[src/rtl/arb_mux_pkg.sv]
// Shared constants for the N-input registered arbiter/mux (arb_mux_n).
package arb_mux_pkg;

  localparam int MODE_FIXED  = 0;   // channel index comes from In_Sel
  localparam int MODE_RR     = 1;   // round-robin over In_Valid
  localparam int STALL_CNT_W = 16;  // width of the optional stall counter

  // Next index after idx in a ring of n entries.
  function automatic int wrap_inc(input int idx, input int n);
    return (idx == n - 1) ? 0 : idx + 1;
  endfunction

endpackage

[src/rtl/arb_mux_n_rr_pick.sv]
// Combinational round-robin picker: first asserted request at or above ptr,
// wrapping modulo N_IN. Purely combinational, no state.
module rr_pick #(
  parameter int N_IN  = 4,
  parameter int SEL_W = $clog2(N_IN)
) (
  input  logic [N_IN-1:0]  req,
  input  logic [SEL_W-1:0] ptr,
  output logic [SEL_W-1:0] gnt_idx,
  output logic             gnt_any
);

  int j;

  // Scan N_IN slots starting at ptr; the first hit wins.
  always_comb begin
    gnt_idx = '0;
    gnt_any = 1'b0;
    j       = 0;
    for (int k = 0; k < N_IN; k++) begin
      j = (int'(ptr) + k) % N_IN;
      if (!gnt_any && req[j]) begin
        gnt_any = 1'b1;
        gnt_idx = SEL_W'(j);
      end
    end
  end

endmodule

[src/rtl/arb_mux_n.sv]
// arb_mux_n: N-input valid/ready mux with a single-entry output register.
// MODE 0 selects the channel named by In_Sel; MODE 1 arbitrates round-robin.
// Optional feature macro: ARB_MUX_STALL_CNT_EN adds the Stall_Cnt output,
// a saturating count of cycles spent with Out_Valid & !Out_Ready.
module arb_mux_n
  import arb_mux_pkg::*;
#(
  parameter int WIDTH = 32,
  parameter int N_IN  = 4,
  parameter int SEL_W = $clog2(N_IN),
  parameter int MODE  = MODE_FIXED
) (
  input  logic                    clk,
  input  logic                    rstn,
  input  logic [N_IN*WIDTH-1:0]   In_Data,
  input  logic [N_IN-1:0]         In_Valid,
  output logic [N_IN-1:0]         In_Ready,
  input  logic [SEL_W-1:0]        In_Sel,
  output logic [WIDTH-1:0]        Out_Data,
  output logic                    Out_Valid,
  input  logic                    Out_Ready,
`ifdef ARB_MUX_STALL_CNT_EN
  output logic [STALL_CNT_W-1:0]  Stall_Cnt,
`endif
  output logic [SEL_W-1:0]        Out_Grant
);

  logic             any_eligible;
  logic [SEL_W-1:0] grant_idx;
  logic             accept;
  logic [WIDTH-1:0] sel_data;

  logic [WIDTH-1:0] out_data_q, out_data_d;
  logic             out_vld_q,  out_vld_d;
  logic [SEL_W-1:0] out_gnt_q,  out_gnt_d;

  generate
    if (MODE == MODE_RR) begin : gen_rr
      logic [SEL_W-1:0] rr_ptr_q;
      logic             unused_sel;

      // In_Sel has no meaning in round-robin mode.
      assign unused_sel = ^In_Sel;

      rr_pick #(.N_IN(N_IN), .SEL_W(SEL_W)) u_pick (
        .req     (In_Valid),
        .ptr     (rr_ptr_q),
        .gnt_idx (grant_idx),
        .gnt_any (any_eligible)
      );

      // Pointer moves past the winner only on an actual grant.
      always_ff @(posedge clk) begin
        if (!rstn)
          rr_ptr_q <= '0;
        else if (accept)
          rr_ptr_q <= SEL_W'(wrap_inc(int'(grant_idx), N_IN));
      end
    end else begin : gen_fix
      logic sel_vld;

      // Out-of-range In_Sel matches no channel and is never eligible.
      always_comb begin
        sel_vld = 1'b0;
        for (int i = 0; i < N_IN; i++)
          if (In_Sel == SEL_W'(i)) sel_vld = In_Valid[i];
      end

      assign grant_idx    = In_Sel;
      assign any_eligible = sel_vld;
    end
  endgenerate

  // Take a beat when the output slot is free or being drained this cycle.
  // Gating with rstn keeps In_Ready low during reset.
  assign accept = rstn & (~out_vld_q | Out_Ready) & any_eligible;

  // One-hot ready toward the granted channel; zero when nothing is accepted.
  always_comb begin
    In_Ready = '0;
    for (int i = 0; i < N_IN; i++)
      In_Ready[i] = accept && (grant_idx == SEL_W'(i));
  end

  // Data mux for the granted channel.
  always_comb begin
    sel_data = '0;
    for (int i = 0; i < N_IN; i++)
      if (grant_idx == SEL_W'(i)) sel_data = In_Data[i*WIDTH +: WIDTH];
  end

  // Next state of the output register: fill, drain, or hold.
  always_comb begin
    out_data_d = out_data_q;
    out_gnt_d  = out_gnt_q;
    out_vld_d  = out_vld_q;
    if (accept) begin
      out_data_d = sel_data;
      out_gnt_d  = grant_idx;
      out_vld_d  = 1'b1;
    end else if (Out_Ready) begin
      out_vld_d  = 1'b0;
    end
  end

  // Output register; reset discards any held beat.
  always_ff @(posedge clk) begin
    if (!rstn) begin
      out_data_q <= '0;
      out_gnt_q  <= '0;
      out_vld_q  <= 1'b0;
    end else begin
      out_data_q <= out_data_d;
      out_gnt_q  <= out_gnt_d;
      out_vld_q  <= out_vld_d;
    end
  end

  assign Out_Data  = out_data_q;
  assign Out_Valid = out_vld_q;
  assign Out_Grant = out_gnt_q;

`ifdef ARB_MUX_STALL_CNT_EN
  logic [STALL_CNT_W-1:0] stall_cnt_q;

  // Saturating count of cycles the consumer holds off a valid beat.
  always_ff @(posedge clk) begin
    if (!rstn)
      stall_cnt_q <= '0;
    else if (out_vld_q && !Out_Ready && (stall_cnt_q != {STALL_CNT_W{1'b1}}))
      stall_cnt_q <= stall_cnt_q + 1'b1;
  end

  assign Stall_Cnt = stall_cnt_q;
`endif

endmodule

[config.mk]
export PLATFORM = sky130hd
export DESIGN_NAME = arb_mux_n
export DESIGN_NICKNAME = d
export VERILOG_FILES = /design/src/rtl/arb_mux_pkg.sv /design/src/rtl/arb_mux_n_rr_pick.sv /design/src/rtl/arb_mux_n.sv
export SDC_FILE = /design/constraint.sdc
export NUM_CORES = 1
export LEC_CHECK = 0
export ABC_AREA = 1
export CAP_MARGIN = 10
export CORE_MARGIN = 5
export CORE_UTILIZATION = 39
export DETAILED_ROUTE_END_ITERATION = 8
export PLACE_DENSITY = 0.91
export SLEW_MARGIN = 10
export SYNTH_ARGS = -nofsm -noshare
export SYNTH_HDL_FRONTEND = slang
export SYNTH_SLANG_ARGS = --single-unit
export TNS_END_PERCENT = 100
[constraint.sdc]
create_clock -name clk -period 3.7 [get_ports clk]
set_input_delay 0.74 -clock clk [delete_from_list [all_inputs] [get_ports clk]]
set_output_delay 0.74 -clock clk [all_outputs]
set_load 0.01 [all_outputs]
# Word-level counts from Yosys, hierarchy flattened
# Index checks and enable logic that the tools add are counted.
[classes] muxes=10 reduce_logical=6 n_eq_ne=3 n_bitwise=4
[op_table] cell="2-to-1 mux 32 bit" n=4
[op_table] cell="2-to-1 mux 1 bit" n=6
[op_table] cell="equality test 2 bit, second input constant" n=2
[op_table] cell="logical AND 1 bit" n=4
[op_table] cell="AND 1 bit" n=2
[op_table] cell="equality test 2 x 1 -> 1 bit, second input constant" n=1
[op_table] cell="logical NOT 2 bit" n=1
[op_table] cell="nonzero test 2 bit" n=1
[op_table] cell="inverter 1 bit" n=1
[op_table] cell="OR 1 bit" n=1
[totals] input_bits=137 out_inout_bits=39 wordCells=26 register_bits=35

# Longest topological paths before layout
[depth] depth_word=7 mapped_depth=10 depth_no_buf=9

# Worst setup path before layout
# OpenSTA, ideal clock, no wires.
[synth_path] path_type="input-to-output" from="input port rstn" to="output port In_Ready[0]" path_slack_ns=1.396 cell_stages=7 t_arrival_ns=1.564 cell_sequence="buf_2 -> nand2_1 -> nor2_8 -> inv_2 -> nor2_1 -> nand2_1 -> nor2_1"
[synth_via] elab_chain_cells=3
[synth_lines] element="from (decl)" line="arb_mux_n.sv:14" source="input logic rstn,"
[synth_lines] element="AND 1 bit (2 in a row)" line="arb_mux_n.sv:76" source="assign accept = rstn & (~out_vld_q | Out_Ready) & any_eligible;"
[synth_lines] element="logical AND 1 bit" line="arb_mux_n.sv:82" source="In_Ready[i] = accept && (grant_idx == SEL_W'(i));"
[synth_lines] element="to (decl)" line="arb_mux_n.sv:17" source="output logic [N_IN-1:0] In_Ready,"
# Every way passes these cells.

# Worst setup path in the final report
[layout_path] from="input port In_Sel[0]" to="output port In_Ready[1]"
[layout_via] elab_chain_cells=7 elab_cells_between_ends=10 classes_between="eq/ne (3); mux (4); bitwise (1); reduce/logical (2)"
[layout_lines] element="from (decl)" line="arb_mux_n.sv:18" source="input logic [SEL_W-1:0] In_Sel,"
[layout_lines] element="logical NOT 2 bit" line="arb_mux_n.sv:66" source="if (In_Sel == SEL_W'(i)) sel_vld = In_Valid[i];"
[layout_lines] element="2-to-1 mux 1 bit (4 in a row)" line="arb_mux_n.sv:66"
[layout_lines] element="AND 1 bit" line="arb_mux_n.sv:76"
[layout_lines] element="logical AND 1 bit (*)" line="arb_mux_n.sv:82"
# Every way passes the cells marked *; elsewhere a longest branch is shown, timed or not.

==> metrics.csv <==
stage;metric;value;unit
finish;most common library cell in the layout ignoring fill and taps;clkdlybuf4s50_1;
finish;post-route design area;4390;µm²
detailed_routing;vias after detailed routing;3306;
clock_network;TritonCTS buffer count;5;
clock_network;CTS hold repair buffers;0;
power;worst vdd rail ir drop;0.334;mV
logic_synthesis;Mapped Cells;424;
setup_path;kind of end point of the critical path;primary output;
setup_path;reg2reg path depth;8;
power;cell leakage power;0.00188;µW
detailed_routing;Detailed Route Iter0 Violations;123;
detailed_routing;first-pass iteration count of the detailed router;5;
timing;Peak Freq;290;MHz
min_path;Hold WC Path Type;reg -> reg;
detailed_routing;drt wl/cell;14.2;µm
power;total power divided by cell area;282;nW/µm²
logic_synthesis;Mapped Avg Cell Area;5.99;µm²
placed_design;placer's final routability congestion estimate;0.885;
timing;Min Clock Period, post-route;3450;ps
clock_network;quantity of gates resized following cts;0;
setup_path;register-to-register setup slack;2250;ps
setup_path;combined buffer and inverter count along the critical path;4;
setup_path;number of gates on the worst path with buffers counted;9;
logic_synthesis;number of distinct library cell variants in the gate-level netlist after synthesis;27;
global_routing;Overall Global Routing Usage;0.214;
setup_path;CP Max Fanout;12;
die;die outline height;90.7;µm
detailed_routing;count of unresolved DRC violations after routing;0;
finish;n_diodes;0;
finish;Final #Nets;722;
placed_design;post-DP HPWL;7.42;mm
setup_path;crit path from;In_Sel[0];
global_routing;number of global-route vias before repair;3244;
clock_network;cell at the root of the clock tree;clkbuf_8;
clock_network;H-tree depth;2;
setup_path;crit path kind;in -> out;
die;boundary pin count;176;
logic_synthesis;Post-Synthesis Cell Area;2540;µm²
global_routing;largest net degree at the start of global routing;44;
die;Std-Cell Rows;29;
placed_design;input/output buffers;175;
finish;Layout Area Growth over Synthesis;72.8;%
finish;leading cell types in the layout, fill and taps excluded;clkdlybuf4s50_1 (174), nand2_1 (140), nand3_1 (62);
min_path;startpoint of the most critical hold path;Out_Data[14];
timing;setup repair after global routing missed its margin;false;
clock_network;maximum root-to-sink buffer count;2;
setup_path;startpoint type of the worst setup path;input port;
clock_network;number of post-CTS setup repair buffers;0;
global_routing;wire length of the first global-routing pass;14.7;mm
global_routing;number of antenna violations at the first check in global routing;0;
timing;final-report setup violation count;0;
die;DIE WIDTH;90.7;µm
setup_path;Reg-to-Reg Start;Out_Valid;
global_routing;remaining global-route overflow;0;
clock_network;CTS clock-pin slew for the worst setup and hold paths;70;ps
clock_network;CTS tree;done;
power;Final Total Pwr;1240;µW
setup_path;Slowest-stage cell, CP;clkdlybuf4s50_1;
finish;proportion of layout cells with a drive suffix above 1;0.0530;
detailed_routing;Vias per Instance;4.99;
timing;total negative slack;0;ps
setup_path;Crit path largest cell delay;610;ps
die;Starting Density;0.400;
clock_network;insertion delay to the later sink of the worst-skew pair;270;ps
logic_synthesis;number of storage elements in the synthesis netlist;35;
run_status;result of the run;completed;
timing;Tcrit/Tclk final;0.931;
placed_design;Placed Area;4290;µm²
setup_path;Top Family by Delay on Critical Path;buffers and inverters;
timing;Worst Tran Pin Value;868;ps
logic_synthesis;Synthesis Warnings;0;
min_path;number of cells traversed by the worst hold path;2;
timing;number of pins exceeding their max-slew limit in the final report;0;
detailed_routing;Routed Antenna Nets;0;
setup_path;worst-path cell chain;clkdlybuf4s50_1, buf_4, inv_4, nand3b_4, nand3_4, nor2_1, nand2_1, nor2_1, clkdlybuf4s50_1;
logic_synthesis;sequential-to-total area share from yosys stat;0.276;
min_path;worst min-delay path endpoint;Out_Data[14];
run;max-cap viol count;0;
logic_synthesis;number of nets produced by synthesis;561;
timing;worst slew margin relative to its limit;0.420;
detailed_routing;Routed Wire Length;9.38;mm
timing;worst clock skew;6.40;ps
setup_path;terminus of the critical flop-to-flop path;Out_Data[21];
die;die outline area;8230;µm²
timing;final-report hold violation count;0;
setup_path;worst path required time;2960;ps
clock_network;TritonCTS Sinks;35;
die;Floorplan Core Area;6350;µm²
setup_path;arrival time reported for the critical path endpoint;2710;ps
## worst min-delay path: stages (launching register included)
cell and delay, ps:
dfxtp_1 330, a21oi_1 40, nor2_1 80
## flip-flops by register name (all words and copies together), names as in the netlist
signal     flops
Out_Data      32
Out_Grant      2
Out_Valid      1
## stage by stage
| step | hold slack (ps) | utilization | setup slack, ps | cells |
|---|---|---|---|---|
| 5_1_grt | 519 | 0.691 | 129 | 662 |
| 3_5_place_dp | 472 | 0.675 | 241 | 655 |
| 4_1_cts | 489 | 0.691 | 239 | 662 |
| 2_1_floorplan | 503 | - | 1400 | 424 |
| 3_3_place_gp | 462 | 0.675 | 282 | 655 |
| 6_report | 483 | 0.691 | 254 | 662 |
## cells in the mapped netlist, drive strengths merged
library cell    n  share of area
nand2         144           0.23
nand3          63           0.13
nor2           55          0.098
dfxtp          35           0.28
buf            27          0.063
a21oi          22          0.043
inv            20          0.031
o21ai          20          0.039
or2            20          0.049
nand4          12          0.030
clkbuf          5         0.0084
nand3b          1         0.0079
## kinds of logic after synthesis
logic type	Yosys count	synth area share
buffers and inverters	52	0.101
and+or+nand+nor	295	0.540
DFF	35	0.276
AOI/OAI and AO/OA	42	0.0828
## cell type report
| class | count | area (µm²) |
|---|---|---|
| multi-input cells | 337 | 1580 |
| inverters | 20 | 77.6 |
| repair buffers | 186 | 1830 |
| well taps | 77 | 96.3 |
| fillers | 536 | 1960 |
| clock inverters | 1 | 30.0 |
| clock buffers | 6 | 72.6 |
| flip-flops and latches | 35 | 701 |
## where the power goes
part / total [µW] / switching, µW / internal [µW]
combinational: 476 / 208 / 268
clock: 324 / 126 / 197
sequential: 436 / 21.3 / 415
total: 1240 / 355 / 881
## metal layers
| metal | routed length, µm | up-vias | track usage |
|---|---|---|---|
| met5 | 0 | - | 0 |
| met4 | 331 | 0 | 0.0893 |
| met3 | 665 | 30 | 0.0550 |
| met2 | 4780 | 149 | 0.379 |
| met1 | 3600 | 1452 | 0.240 |
| li1 | - | 1675 | - |
## how the worst max path moves through the flow
| stage | slack [ps] | to |
|---|---|---|
| floorplan | 1400 | In_Ready[0] |
| global placement | 280 | In_Ready[1] |
| detailed placement | 240 | In_Ready[1] |
| CTS | 240 | In_Ready[1] |
| global route | 130 | In_Ready[1] |
| finish | 250 | In_Ready[1] |
(Power assumes the default switching activity.)
==> variant 1, RTL diff (same flow settings) <==
The option `ARB_MUX_STALL_CNT_EN` is turned on by a define.
--- a/src/rtl/arb_mux_n.sv
+++ b/src/rtl/arb_mux_n.sv
@@ -4,2 +4,4 @@
 // a saturating count of cycles spent with Out_Valid & !Out_Ready.
+`define ARB_MUX_STALL_CNT_EN
+
 module arb_mux_n
Check against the original RTL (old outputs only; new: Stall_Cnt): equivalent (Yosys induction, for registers that start in step).
==> variant 1 against the original RTL <==
- hold slack worse by 0.016 ns
- sequential cell count is 16 higher
- wire length is 22% higher
- count of clock-buffer cells in the layout stayed put
- final area is 16% higher
- setup slack better by 0.11 ns
- power is 13% higher
- synthesized area is 18% higher
- critical endpoint is now In_Ready[0]
- largest cell class unchanged
==> variant 1: results (changes against the original RTL) <==
[timing]
setup-violations-final = 0  ; unchanged
worst-slew-pin-transition_ns = 1.03  ; +0.158 ns
finClkSkew_ns = 0.00874  ; +0.00233 ns

[drt]
via_per_inst = 5.11  ; +2.3%
drtIter0Drc = 135  ; +9.8%
vias = 3994  ; +21%
routed_wl_mm = 11.4  ; +22%

[clocking]
clock_latency_ns = 0.30  ; +0.03 ns
ctsRootBufferMaster = clkbuf_8
numCtsBuffers = 5  ; unchanged
clock_path_buffers = 2  ; unchanged
cts_setup_buffers = 0  ; unchanged
cts-resized-gates = 0  ; unchanged

[synth]
syn_inst = 502  ; +18%
synth_common_cells = nand2_1, dfxtp_1, a21oi_1, nand3_1, nand4_1
yosysUniqueCellTypes = 21  ; -22%
yosysSeqAreaShare = 0.341  ; +0.0650
ys.warnings.count = 0  ; unchanged
synth_area_leaders = dfxtp_1, nand2_1, nand4_1
syn_nets = 640  ; +14%

[min_path]
hold_class = reg2reg

[placed_design]
dpl.hpwl_mm = 9.08  ; +22%
port_buffers = 191  ; +9.1%
gp_congestion = 0.912  ; +3.1%
placed_cells = 774  ; +18%

[power_and_ir_drop]
internal-power_mw = 1.02  ; +16%
leakage_nw = 1.88  ; about the same
peakVddDrop_mv = 0.192  ; -43%

[layout]
layout-drive-gt1-share = 0.0324  ; -0.0206
largest_register_ffs = 32  ; unchanged
nNetsFinal = 817  ; +13%
fillers = 663  ; +24%

[global_routing]
track_usage = 0.232  ; +0.0179
grt_max_degree = 46  ; +4.5%
grt_first_pass_wirelength_mm = 18.3  ; +24%
antenna_found_initial = 0  ; unchanged
grt_pass1_vias = 3887  ; +20%

[outcome]
outcome = finished, final reports clean

[setup_path]
slowest_delay_ns = 0.62
arrival_ns = 2.59  ; -0.12 ns
cp_slowest_cell = clkdlybuf4s50_1
cpLargestDelayFamily = buffers and inverters
critPathMaxFanout = 9  ; -3
rrSetupSlack_ns = 1.47  ; -0.78 ns

[run]
max-cap-violations = 0  ; unchanged

variant 1: path summary, 6_finish.rpt:
kind | endpoint | from | depth (start not counted)
min | Out_Data[19] | Out_Data[19] | 2
max reg2reg | Stall_Cnt[11] | Stall_Cnt[0] | 7
min reg2reg | Out_Data[19] | Out_Data[19] | 2
max | In_Ready[0] | rstn | 6
variant 1: layout make-up:
class	instances	area, µm²	share of cell area
timing repair buffer	199	1970	0.388
multi-input combinational	402	1770	0.348
sequential	51	1020	0.201
tap	102	128	0.0251
clock buffer	6	82.6	0.0162
inverter	20	75.1	0.0148
clock inverter	2	35.0	0.00689
variant 1: through the flow:
| step | utilization | hold WS [ns] | setup WS (ns) | area, µm² |
|---|---|---|---|---|
| 3_5_place_dp | 0.653 | 0.457 | 0.254 | 4970 |
| 2_1_floorplan | - | 0.487 | 1.26 | 3000 |
| 4_1_cts | 0.668 | 0.471 | 0.237 | 5080 |
| 6_report | 0.669 | 0.467 | 0.367 | 5090 |
| 3_3_place_gp | 0.653 | 0.453 | 0.327 | 4970 |
| 5_1_grt | 0.669 | 0.487 | 0.165 | 5090 |
variant 1: logic make-up after synthesis:
logic type      count (synthesis)  share of synthesized area
xor+xnor                        6                     0.0175
simple gates                  343                      0.482
fa+ha+maj                       1                    0.00418
buf+inv                        49                     0.0689
compound gates                 52                     0.0869
flops                          51                      0.341
variant 1: power by group through the flow:
| stage | Sequential [mW] | Clock (mW) | Combinational [mW] |
|---|---|---|---|
| floorplan | 0.617 | 0 | 0.141 |
| global placement | 0.604 | 0 | 0.388 |
| detailed placement | 0.605 | 0 | 0.395 |
| CTS | 0.593 | 0.418 | 0.396 |
| global route | 0.596 | 0.435 | 0.429 |
| finish | 0.592 | 0.406 | 0.395 |
variant 1: layer usage:
layer	wire [µm]	GRT usage
met1	4140	0.244
met4	342	0.0958
met3	1140	0.0840
met2	5790	0.416
met5	0	0
variant 1: worst min-delay path: stages (launching register included):
cell and delay [ns]:
dfxtp_1 0.32, nand2_1 0.06, a21oi_1 0.05
==> variant 2, RTL diff (same settings) <==
Without the edit above. Take the reset off `out_data_q` and load it in a clocked block of its own.
--- a/src/rtl/arb_mux_n.sv
+++ b/src/rtl/arb_mux_n.sv
@@ -108,3 +108,2 @@
     if (!rstn) begin
-      out_data_q <= '0;
       out_gnt_q  <= '0;
@@ -112,3 +111,2 @@
     end else begin
-      out_data_q <= out_data_d;
       out_gnt_q  <= out_gnt_d;
@@ -116,2 +114,6 @@
     end
+  end
+
+  always_ff @(posedge clk) begin
+    out_data_q <= out_data_d;
   end
Formal check against the unedited RTL: differs if rstn is asserted again (counterexample within 4 cycles, from zero or initial values and one cycle with rstn low); with rstn held inactive, the same outputs for 10 cycles.
==> variant 2 against the original RTL <==
- critical path depth down 2
- power shrank 12%
- wire length shrank 17%
- synthesized area shrank 23%
- setup slack gained 0.066 ns
- sequential cell count is the same
- final area down 12%
- sequential share of layout area is 11 points higher
- highest routed layer unchanged
==> variant 2: results (changes against the original RTL) <==
[synth]
syn_nets = 382  ; -32%
synth_top_area_share = 0.490  ; +0.214
yosysSeqAreaShare = 0.521  ; +0.245
yosysUniqueCellTypes = 17  ; -37%
avgSynthCellArea_um2 = 8.00  ; +34%
synth_common_cells = nand2_1, nand3_1, edfxtp_1, nand4_1
synth-edff-count = 32  ; +32

[power_and_ir_drop]
totalPowerFinal_mw = 1.08  ; -12%
leakage_nw = 1.46  ; -23%
peakVddDrop_mv = 0.165  ; -50%
pg_clk_mw = 0.268  ; -17%
pwr-share-seq = 0.444  ; +0.091
p_sw_frac = 0.250  ; -0.0374

[global_routing]
track_usage = 0.233  ; +0.0192
grt_max_degree = 36  ; -18%
grt_first_pass_wirelength_mm = 11.6  ; -21%
grt_pass1_vias = 2416  ; -26%

[layout]
utilization = 0.800  ; +0.109
fillers = 347  ; -35%
finalNonFillerCells = 485  ; -27%
layout-drive-gt1-share = 0.0431  ; -0.00993
nNetsFinal = 554  ; -23%

[placed_design]
place_ws_ns = 0.342  ; +0.101 ns
dpl.hpwl_mm = 6.06  ; -18%
dpl-instance-area_um2 = 3770  ; -12%
placed_cells = 477  ; -27%
gp_congestion = 0.831  ; -6.1%

[setup_path]
ff2ff_path_depth = 6  ; -2
arrival_ns = 2.64  ; -0.07 ns
r2r-end = Out_Data[16]
crit_end = In_Ready[0]
slowest_delay_ns = 0.57  ; -0.04 ns
critPathMaxFanout = 7  ; -5
cpLargestDelayFamily = buffers and inverters

[outcome]
outcome = finished, final reports clean

[clocking]
ctsRootBufferMaster = clkbuf_8
clk_pin_slew_ns = 0.07  ; about the same

[drt]
drtIter0Drc = 125  ; +1.6%
vias = 2438  ; -26%
routedWlPerCell_um = 16.0  ; +13%

[timing]
period_share = 0.914  ; -0.0179
worst-slew-pin-transition_ns = 0.421  ; -0.446 ns
finClkSkew_ns = 0.00302  ; -0.00338 ns

-- variant 2: cell types whose count changed after synthesis, sizes merged, moves of 20 or more --
| cell | delta |
|---|---|
| or2 | -20 |
| edfxtp | +32 |
| nor2 | -49 |
| o21ai | -20 |
| dfxtp | -32 |
| nand2 | -38 |
| nand4 | +20 |
| nand3 | -28 |
-- variant 2: area by class of cell --
type                    count  share of cell area
flip-flops and latches     35               0.265
repair buffers            181               0.466
well taps                  67              0.0217
multi-input cells         184               0.216
clock buffers               6              0.0188
inverters                  10             0.00974
clock inverters             2             0.00325
-- variant 2: cell families after synthesis --
family / count (synthesis) / share of synthesized area
DFF: 35 / 0.521
buffers and inverters: 26 / 0.0555
AOI/OAI and AO/OA: 3 / 0.00766
and+or+nand+nor: 181 / 0.416
-- variant 2: worst min path at each step --
stage / slack (ns) / start / depth (start not counted) / endpoint
after global routing: 0.49 / Out_Grant[0] / 2 / Out_Grant[0]
after floorplan: 0.48 / Out_Grant[0] / 2 / Out_Grant[0]
after global placement: 0.46 / Out_Grant[0] / 2 / Out_Grant[0]
after detailed placement: 0.46 / Out_Grant[1] / 2 / Out_Grant[1]
final: 0.46 / Out_Grant[0] / 2 / Out_Grant[0]
after CTS: 0.47 / Out_Grant[0] / 2 / Out_Grant[0]
-- variant 2: worst reg2reg max path, cell delays in order (launching register included) --
cell     delay [ns]
dfxtp_1        0.31
nand2_1        0.08
nand2_1        0.05
nor2_1         0.23
nand2_2        0.14
inv_2          0.07
buf_4          0.37
-- variant 2: metal layers --
metal  track usage  part of all wire  up-vias
li1              -                 -     1192
met1         0.231              0.33     1096
met2         0.444              0.53      136
met3        0.0809              0.12       14
met4        0.0845             0.023        0
met5             0                 0        -
